[config.mk]
export PLATFORM = sky130hd
export DESIGN_NAME = operand_fetch
export DESIGN_NICKNAME = d
export VERILOG_FILES = /design/src/rtl/operand_fetch.sv
export SDC_FILE = /design/constraint.sdc
export NUM_CORES = 2
export LEC_CHECK = 0
export CAP_MARGIN = 20
export CORE_MARGIN = 1
export CORE_UTILIZATION = 28
export CTS_BUF_LIST = sky130_fd_sc_hd__clkbuf_16
export CTS_CLUSTER_SIZE = 8
export DETAILED_ROUTE_END_ITERATION = 7
export GPL_TIMING_DRIVEN = 0
export SYNTH_ARGS = -nofsm -noshare
export SYNTH_HDL_FRONTEND = slang
export SYNTH_SLANG_ARGS = --single-unit
[constraint.sdc]
create_clock -name clk -period 3.7 [get_ports clk]
set_input_delay 0.555 -clock clk [delete_from_list [all_inputs] [get_ports clk]]
set_output_delay 0.555 -clock clk [all_outputs]
set_load 0.01 [all_outputs]
[src/rtl/operand_fetch.sv]
// operand_fetch: operand-fetch / write-back stage feeding a combinational ALU.
// Reads a 32 x 32-bit register file (x0 hardwired to zero), registers the ALU
// operands and opcode, and writes the ALU result back to rd when the held
// instruction retires. A writeback-to-read bypass lets dependent instructions
// issue back-to-back without stalling.
//
// Ports:
//   clk, rst_n             clock, asynchronous active-low reset
//   in_valid / in_ready    upstream handshake for decoded instructions
//   in_rs1, in_rs2, in_rd  register indices (rd == 0 means no writeback)
//   in_imm, in_use_imm     12-bit immediate, sign-extended when selected as source2
//   in_oper                ALU opcode, passed through unchanged
//   source1, source2, oper registered ALU operands and opcode
//   out_valid / out_ready  downstream handshake (out_ready retires the held op)
//   alu_res                combinational ALU result for the held instruction
//   dbg_addr, dbg_data     combinational register-file debug read, no bypass
module operand_fetch (
    input  logic        clk,
    input  logic        rst_n,
    input  logic        in_valid,
    output logic        in_ready,
    input  logic [4:0]  in_rs1,
    input  logic [4:0]  in_rs2,
    input  logic [4:0]  in_rd,
    input  logic [11:0] in_imm,
    input  logic        in_use_imm,
    input  logic [2:0]  in_oper,
    output logic [31:0] source1,
    output logic [31:0] source2,
    output logic [2:0]  oper,
    output logic        out_valid,
    input  logic        out_ready,
    input  logic [31:0] alu_res,
    input  logic [4:0]  dbg_addr,
    output logic [31:0] dbg_data
);

    localparam int unsigned XLEN = 32;
    localparam int unsigned NREG = 32;
    localparam int unsigned AW   = 5;
    localparam int unsigned OW   = 3;
    localparam int unsigned IMMW = 12;

    logic [XLEN-1:0] r_regs [NREG];
    logic [XLEN-1:0] r_source1;
    logic [XLEN-1:0] r_source2;
    logic [OW-1:0]   r_oper;
    logic [AW-1:0]   r_rd_q;
    logic            r_out_valid;

    logic            w_accept;
    logic            w_retire;
    logic            w_wr_en;
    logic [XLEN-1:0] w_imm_sext;
    logic [XLEN-1:0] w_rs1_val;
    logic [XLEN-1:0] w_rs2_val;
    logic [XLEN-1:0] w_src2_next;

    // Handshake: a stalled held instruction blocks the upstream port.
    assign in_ready = !r_out_valid || out_ready;
    assign w_accept = in_valid && in_ready;
    assign w_retire = r_out_valid && out_ready;
    assign w_wr_en  = w_retire && (r_rd_q != '0);

    assign w_imm_sext = {{(XLEN-IMMW){in_imm[IMMW-1]}}, in_imm};

    // Source 1 read with bypass of the result being written this edge.
    always_comb begin
        w_rs1_val = r_regs[in_rs1];
        if (in_rs1 == '0) begin
            w_rs1_val = '0;
        end else if (w_wr_en && (r_rd_q == in_rs1)) begin
            w_rs1_val = alu_res;
        end
    end

    // Source 2 read with the same bypass.
    always_comb begin
        w_rs2_val = r_regs[in_rs2];
        if (in_rs2 == '0) begin
            w_rs2_val = '0;
        end else if (w_wr_en && (r_rd_q == in_rs2)) begin
            w_rs2_val = alu_res;
        end
    end

    assign w_src2_next = in_use_imm ? w_imm_sext : w_rs2_val;

    // Held-stage registers; operands keep their last values while idle.
    always_ff @(posedge clk or negedge rst_n) begin
        if (!rst_n) begin
            r_source1   <= '0;
            r_source2   <= '0;
            r_oper      <= '0;
            r_rd_q      <= '0;
            r_out_valid <= 1'b0;
        end else begin
            if (w_accept) begin
                r_source1   <= w_rs1_val;
                r_source2   <= w_src2_next;
                r_oper      <= in_oper;
                r_rd_q      <= in_rd;
                r_out_valid <= 1'b1;
            end else if (w_retire) begin
                r_out_valid <= 1'b0;
            end
        end
    end

    // Register file; entry 0 is never written so it always reads zero.
    always_ff @(posedge clk or negedge rst_n) begin
        if (!rst_n) begin
            for (int i = 0; i < NREG; i++) begin
                r_regs[i] <= '0;
            end
        end else if (w_wr_en) begin
            r_regs[r_rd_q] <= alu_res;
        end
    end

    assign source1   = r_source1;
    assign source2   = r_source2;
    assign oper      = r_oper;
    assign out_valid = r_out_valid;
    assign dbg_data  = (dbg_addr == '0) ? '0 : r_regs[dbg_addr];

endmodule

== Yosys cells after proc, flatten, opt, wreduce, memory -nomap -nowiden ==
Cells that the tools add are included.
Word-level totals
  input bits: 72
  output and inout bits: 101
  bits in registers: 1097
  word-level logic and storage cells: 81
Operators by class
  equality and inequality tests: 2
  mux-type cells: 20
  reduce and logical (&&, ||, !) cells: 13
  magnitude comparators: 5
  bitwise gates (word level): 4
Operator list (count)
  bitwise mux 1024 bit: 1
  binary-select mux 32 bit (select 5 bit): 3
  two-way mux 32 bit: 13
  demux 32 bit (select 5 bit): 1
  greater-or-equal comparator 6 bit, second input constant: 4
  NOT 5 -> 6 bit: 4
  zero test 5 bit: 3
  == test 5 bit: 2
  logical AND 1 bit: 6
  less-than comparator 6 x 1 -> 1 bit, second input constant: 1
  nonzero test 5 bit: 1
  two-way mux 1 bit: 2
  nonzero test 2 bit: 1
  zero test 1 bit: 1
  logical OR 1 bit: 1

== Depth between registers and ports, before layout ==
  word-level depth: 7
  mapped depth: 10
  mapped depth without buffers: 5

== Least setup slack after synthesis ==
OpenSTA, ideal clock, no wires.
  kind: input to output
  start: in dbg_addr[0]
  end: out dbg_data[13]
  stages on the path: 7
  path buffers: 3
  required time: 3.145 ns
  slack: 0.572 ns
  data arrival time: 2.573 ns
  path through: buf_2 -> buf_2 -> buf_1 -> mux4_2 -> mux4_2 -> mux2i_1 -> nor2_1
Between the ends
  cells in the longest elaborated chain, start to end: 5
  elaborated cells between the ends (all ways): 6
  those cells by class: mux: 4; bitwise: 1; reduce/logical: 1
RTL lines
  start, declared: line 34  | input logic [4:0] dbg_addr,
  NOT 5 -> 6 bit (not written as such): line 125  | assign dbg_data = (dbg_addr == '0) ? '0 : r_regs[dbg_addr];
  binary-select mux 32 bit (select 5 bit): line 125
  two-way mux 32 bit (not written as such) (2 in a row): line 125
  two-way mux 32 bit (*): line 125
  end, declared: line 35  | output logic [31:0] dbg_data
Every way passes the cells marked *; elsewhere a longest branch is shown, timed or not. The select of a mux whose other input is x is not followed.

== Worst setup path after layout ==
  start: in in_rs2[2]
  end: reg r_source2[22] (netlist: source2[22])
Between the ends
  cells in the longest elaborated chain, start to end: 7
  elaborated cells between the ends (all ways): 10
  those cells by class: eq/ne: 1; mux: 6; bitwise: 1; reduce/logical: 2
RTL lines
  start, declared: line 23  | input logic [4:0] in_rs2,
  NOT 5 -> 6 bit (not written as such): line 79  | w_rs2_val = r_regs[in_rs2];
  binary-select mux 32 bit (select 5 bit): line 79
  two-way mux 32 bit (not written as such) (2 in a row): line 79
  two-way mux 32 bit: line 82  | end else if (w_wr_en && (r_rd_q == in_rs2)) begin
  two-way mux 32 bit (*): line 80  | if (in_rs2 == '0) begin
  two-way mux 32 bit (*): line 87  | assign w_src2_next = in_use_imm ? w_imm_sext : w_rs2_val;
  end signal, assigned: line 100  | r_source2 <= w_src2_next;
  end, declared: line 46  | logic [XLEN-1:0] r_source2;
Marks and branches as above.
A chain may end at the register's enable or synchronous reset.

==> results.md <==
* Worst-path clk slew at 50 ps
* Pre-CTS WS at -1760 ps
* I/O pins at 173
* Share of cells above drive strength 1 at 48.3%
* GR Layer Usage met1 at 33.2%
* Final period utilization at 106%
* Final setup TNS at -1350 ps
* Most numerous cell in the Yosys netlist: dfrtp_1
* CP startpoint: in_rs2[2]
* Ys Warns at 0
* Die Y at 487 µm
* Mapped Nets at 4463
* Clk sinks at roughly 1100
* Residual DRC count at 39
* Synth top area cells: dfrtp_1, mux4_2, mux2_2
* Syn avg cell area at approximately 15 µm²
* Top delay family on crit path: buffers and inverters
* Clock latency on the worst-skew pair at 870 ps
* Vias per std cell at 6.47
* Final setup margin at -205 ps
* Worst hold path type: input port to async pin
* Worst-Margin Slew at 1380 ps
* Crit start category: input port
* Max Slew Vio Count at 0
* Pre-antenna DRT Iters at 8
* FILL cells at roughly 22000
* Reg-to-Reg Start: r_rd_q[3]$_DFFE_PN0P_
* Prevailing post-synth register cell: dfrtp_1
* Initial DRC count at 8472
* WP buf/inv at 4
* CP max FO at 10
* Yosys cell types at between 50 and 60
* Failing checks: DRC, setup timing
* Crit-path cells: buf_2, buf_2, buf_2, clkbuf_2, mux4_2, a221oi_1, o221ai_1
* Final net count at just under 5000
* Fmax at 256 MHz
* Initial antenna violation count at 36
* #FFs+latches synth at 1097
* Number of synthesized flops with an enable pin at 0
* Cell depth of the worst setup path at 7
* Pleak at around 0.033 µW
* PortBufs at approximately 160
* Standard-cell rows at 177
* CP max stage delay at 950 ps
* Fin crit period at about 4000 ps
* Layout Skew at roughly 57 ps
* Met3 Use GR at around 14%
* Max-Cap Viols at 0
* CORE AREA at between 200000 and 250000 µm²
* Setup-failing EPs final at 24
* Total Routing Usage GR at 28.7%
* Grt total ovfl at 0
* Num CTS Buffers at 157
* CP endpoint kind: flip-flop
* WHS at 242 ps
* H-tree depth at 4
* Root Buffer: clkbuf_16
* Seq/Total Area, Yosys at approximately two fifths
* Status: finished with violations
* Peak supply drop at just under 0.5 mV
* First-pass GRT wire length at 457000 µm
* Routed Antenna Nets at 0
* Pwr dens at ~600 nW/µm²
* Die span in x at 487 µm
* Die area at 237000 µm²
* CTS tree: yes
* Vias in the first global route at 50000
* Critical path's most frequent cell: buf_2
* Overall Power at between 40000 and 50000 µW
* Reg-to-reg slack, setup at -90 ps
* Vias at 52000
* Slew headroom at approximately 7.7%
* Worst Path Required at 4380 ps
* Async set-reset flop share out of synthesis at 100%
* Post-DP HPWL at 252000 µm
* Most Crowded Layer GR: met2
* Starting Density at 28.3%
* Synth top area share at 41.6%
* GP Congestion at 1.08
* Syn Inst Count at about 4400
* M2 GR Usage at 39.1%
* R2R depth at 8
* Routed wire per std cell at roughly 43 µm
* Pin count of the biggest net entering global routing at 175
* Final WL at 344000 µm
* Synth area leader: dfrtp_1
* Count of final hold-check violations at 0
* Setup Crit Path Kind: input port to flip-flop
* Reg2reg end: source2[8]$_DFFE_PN0P_
* Longest Clk Path Bufs at 3
* Slowest CP cell: clkbuf_2
* CP arrival at 4590 ps
* Top post-synthesis cells by count: dfrtp_1, mux2_2, mux4_2
* Post-Syn Area at 65900 µm²
* CP endpoint: source2[22]$_DFFE_PN0P_
* Area growth, synth to finish at 20.0%
## where the power goes
group / total, µW / internal (µW) / switching, µW
logic: 14600 / 8140 / 6440
clock network: 13600 / 7660 / 5890
registers: 18900 / 15300 / 3640
## stage by stage
step / std cells / utilization (%) / instance area (µm²)
CTS: 7985 / 33.8 / 78700
global route: 8014 / 33.9 / 79000
floorplan: 4391 / - / 65900
finish: 8036 / 33.9 / 79100
global placement: 7685 / 30.6 / 71500
detailed placement: 7784 / 31.4 / 73200
## cells by family after synthesis
| kind of cell | after synthesis | share of synthesized area (%) |
|---|---|---|
| muxes | 2032 | 48.0 |
| DFF | 1097 | 41.6 |
| buffers and inverters | 528 | 3.38 |
| AOI/OAI and AO/OA | 366 | 4.21 |
| and+or+nand+nor | 358 | 2.62 |
| xor gates and xnor gates | 10 | 0.133 |
## state kept, by name, indices dropped and copies added, names as in the netlist
name,count
oper,3
out_valid,1
r_rd_q,5
r_regs,1024
source1,32
source2,32
## layer usage
layer / vias up / share of wire, % / routed length [µm]
met5: - / 0.12 / 398
met3: 1434 / 15 / 53000
met4: 34 / 10 / 35600
met2: 4801 / 40 / 138000
met1: 27300 / 34 / 117000
li1: 18400 / - / -
## final cells by class
cell class | count | area, µm² | area share, %
antenna | 25 | 62.6 | 0.0791
buffer | 521 | 3120 | 3.94
clock buffer | 158 | 3950 | 5.00
clock inverter | 26 | 347 | 0.438
inverter | 7 | 26.3 | 0.0332
multi-input combinational | 2766 | 36400 | 46.0
sequential | 1097 | 27500 | 34.7
tap | 3132 | 3920 | 4.96
timing repair buffer | 304 | 3790 | 4.80
## cell usage in the layout, fill, tap and decap left out, drive strengths merged, types with 44 or more instances in the layout
master         synthesis  layout
mux4                 802     802
a221oi                87      87
clkdlybuf4s50          0     133
nand2                 56      56
mux2i                219     219
clkbuf               366     519
a21oi                 52      52
buf                  155     300
dfrtp               1097    1097
nand3                 44      44
mux2                1011    1011
nor2                 132     132
nand2b                73      73
## worst min-delay path by stage
| stage | start | endpoint | slack, ps |
|---|---|---|---|
| floorplan | rst_n | oper[0]$_DFFE_PN0P_ | 260 |
| global placement | r_regs[1002]$_DFFE_PN0P_ | r_regs[1002]$_DFFE_PN0P_ | 470 |
| detailed placement | rst_n | r_regs[838]$_DFFE_PN0P_ | 460 |
| CTS | in_oper[2] | oper[2]$_DFFE_PN0P_ | 210 |
| global route | in_oper[2] | oper[2]$_DFFE_PN0P_ | 260 |
| finish | rst_n | r_regs[807]$_DFFE_PN0P_ | 240 |
## what timing repair did
item / 4_1_cts / 5_1_grt
hold endpoints to repair: 61 / 0
cloned: 2 / 0
pin swaps: 1 / 0
hold buffers: 1 / 0
buffers inserted: 14 / 22
endpoints found under the setup margin: 48 / 18
gates resized for setup: 264 / 23
No activity file was read; power rests on OpenSTA's default activity.
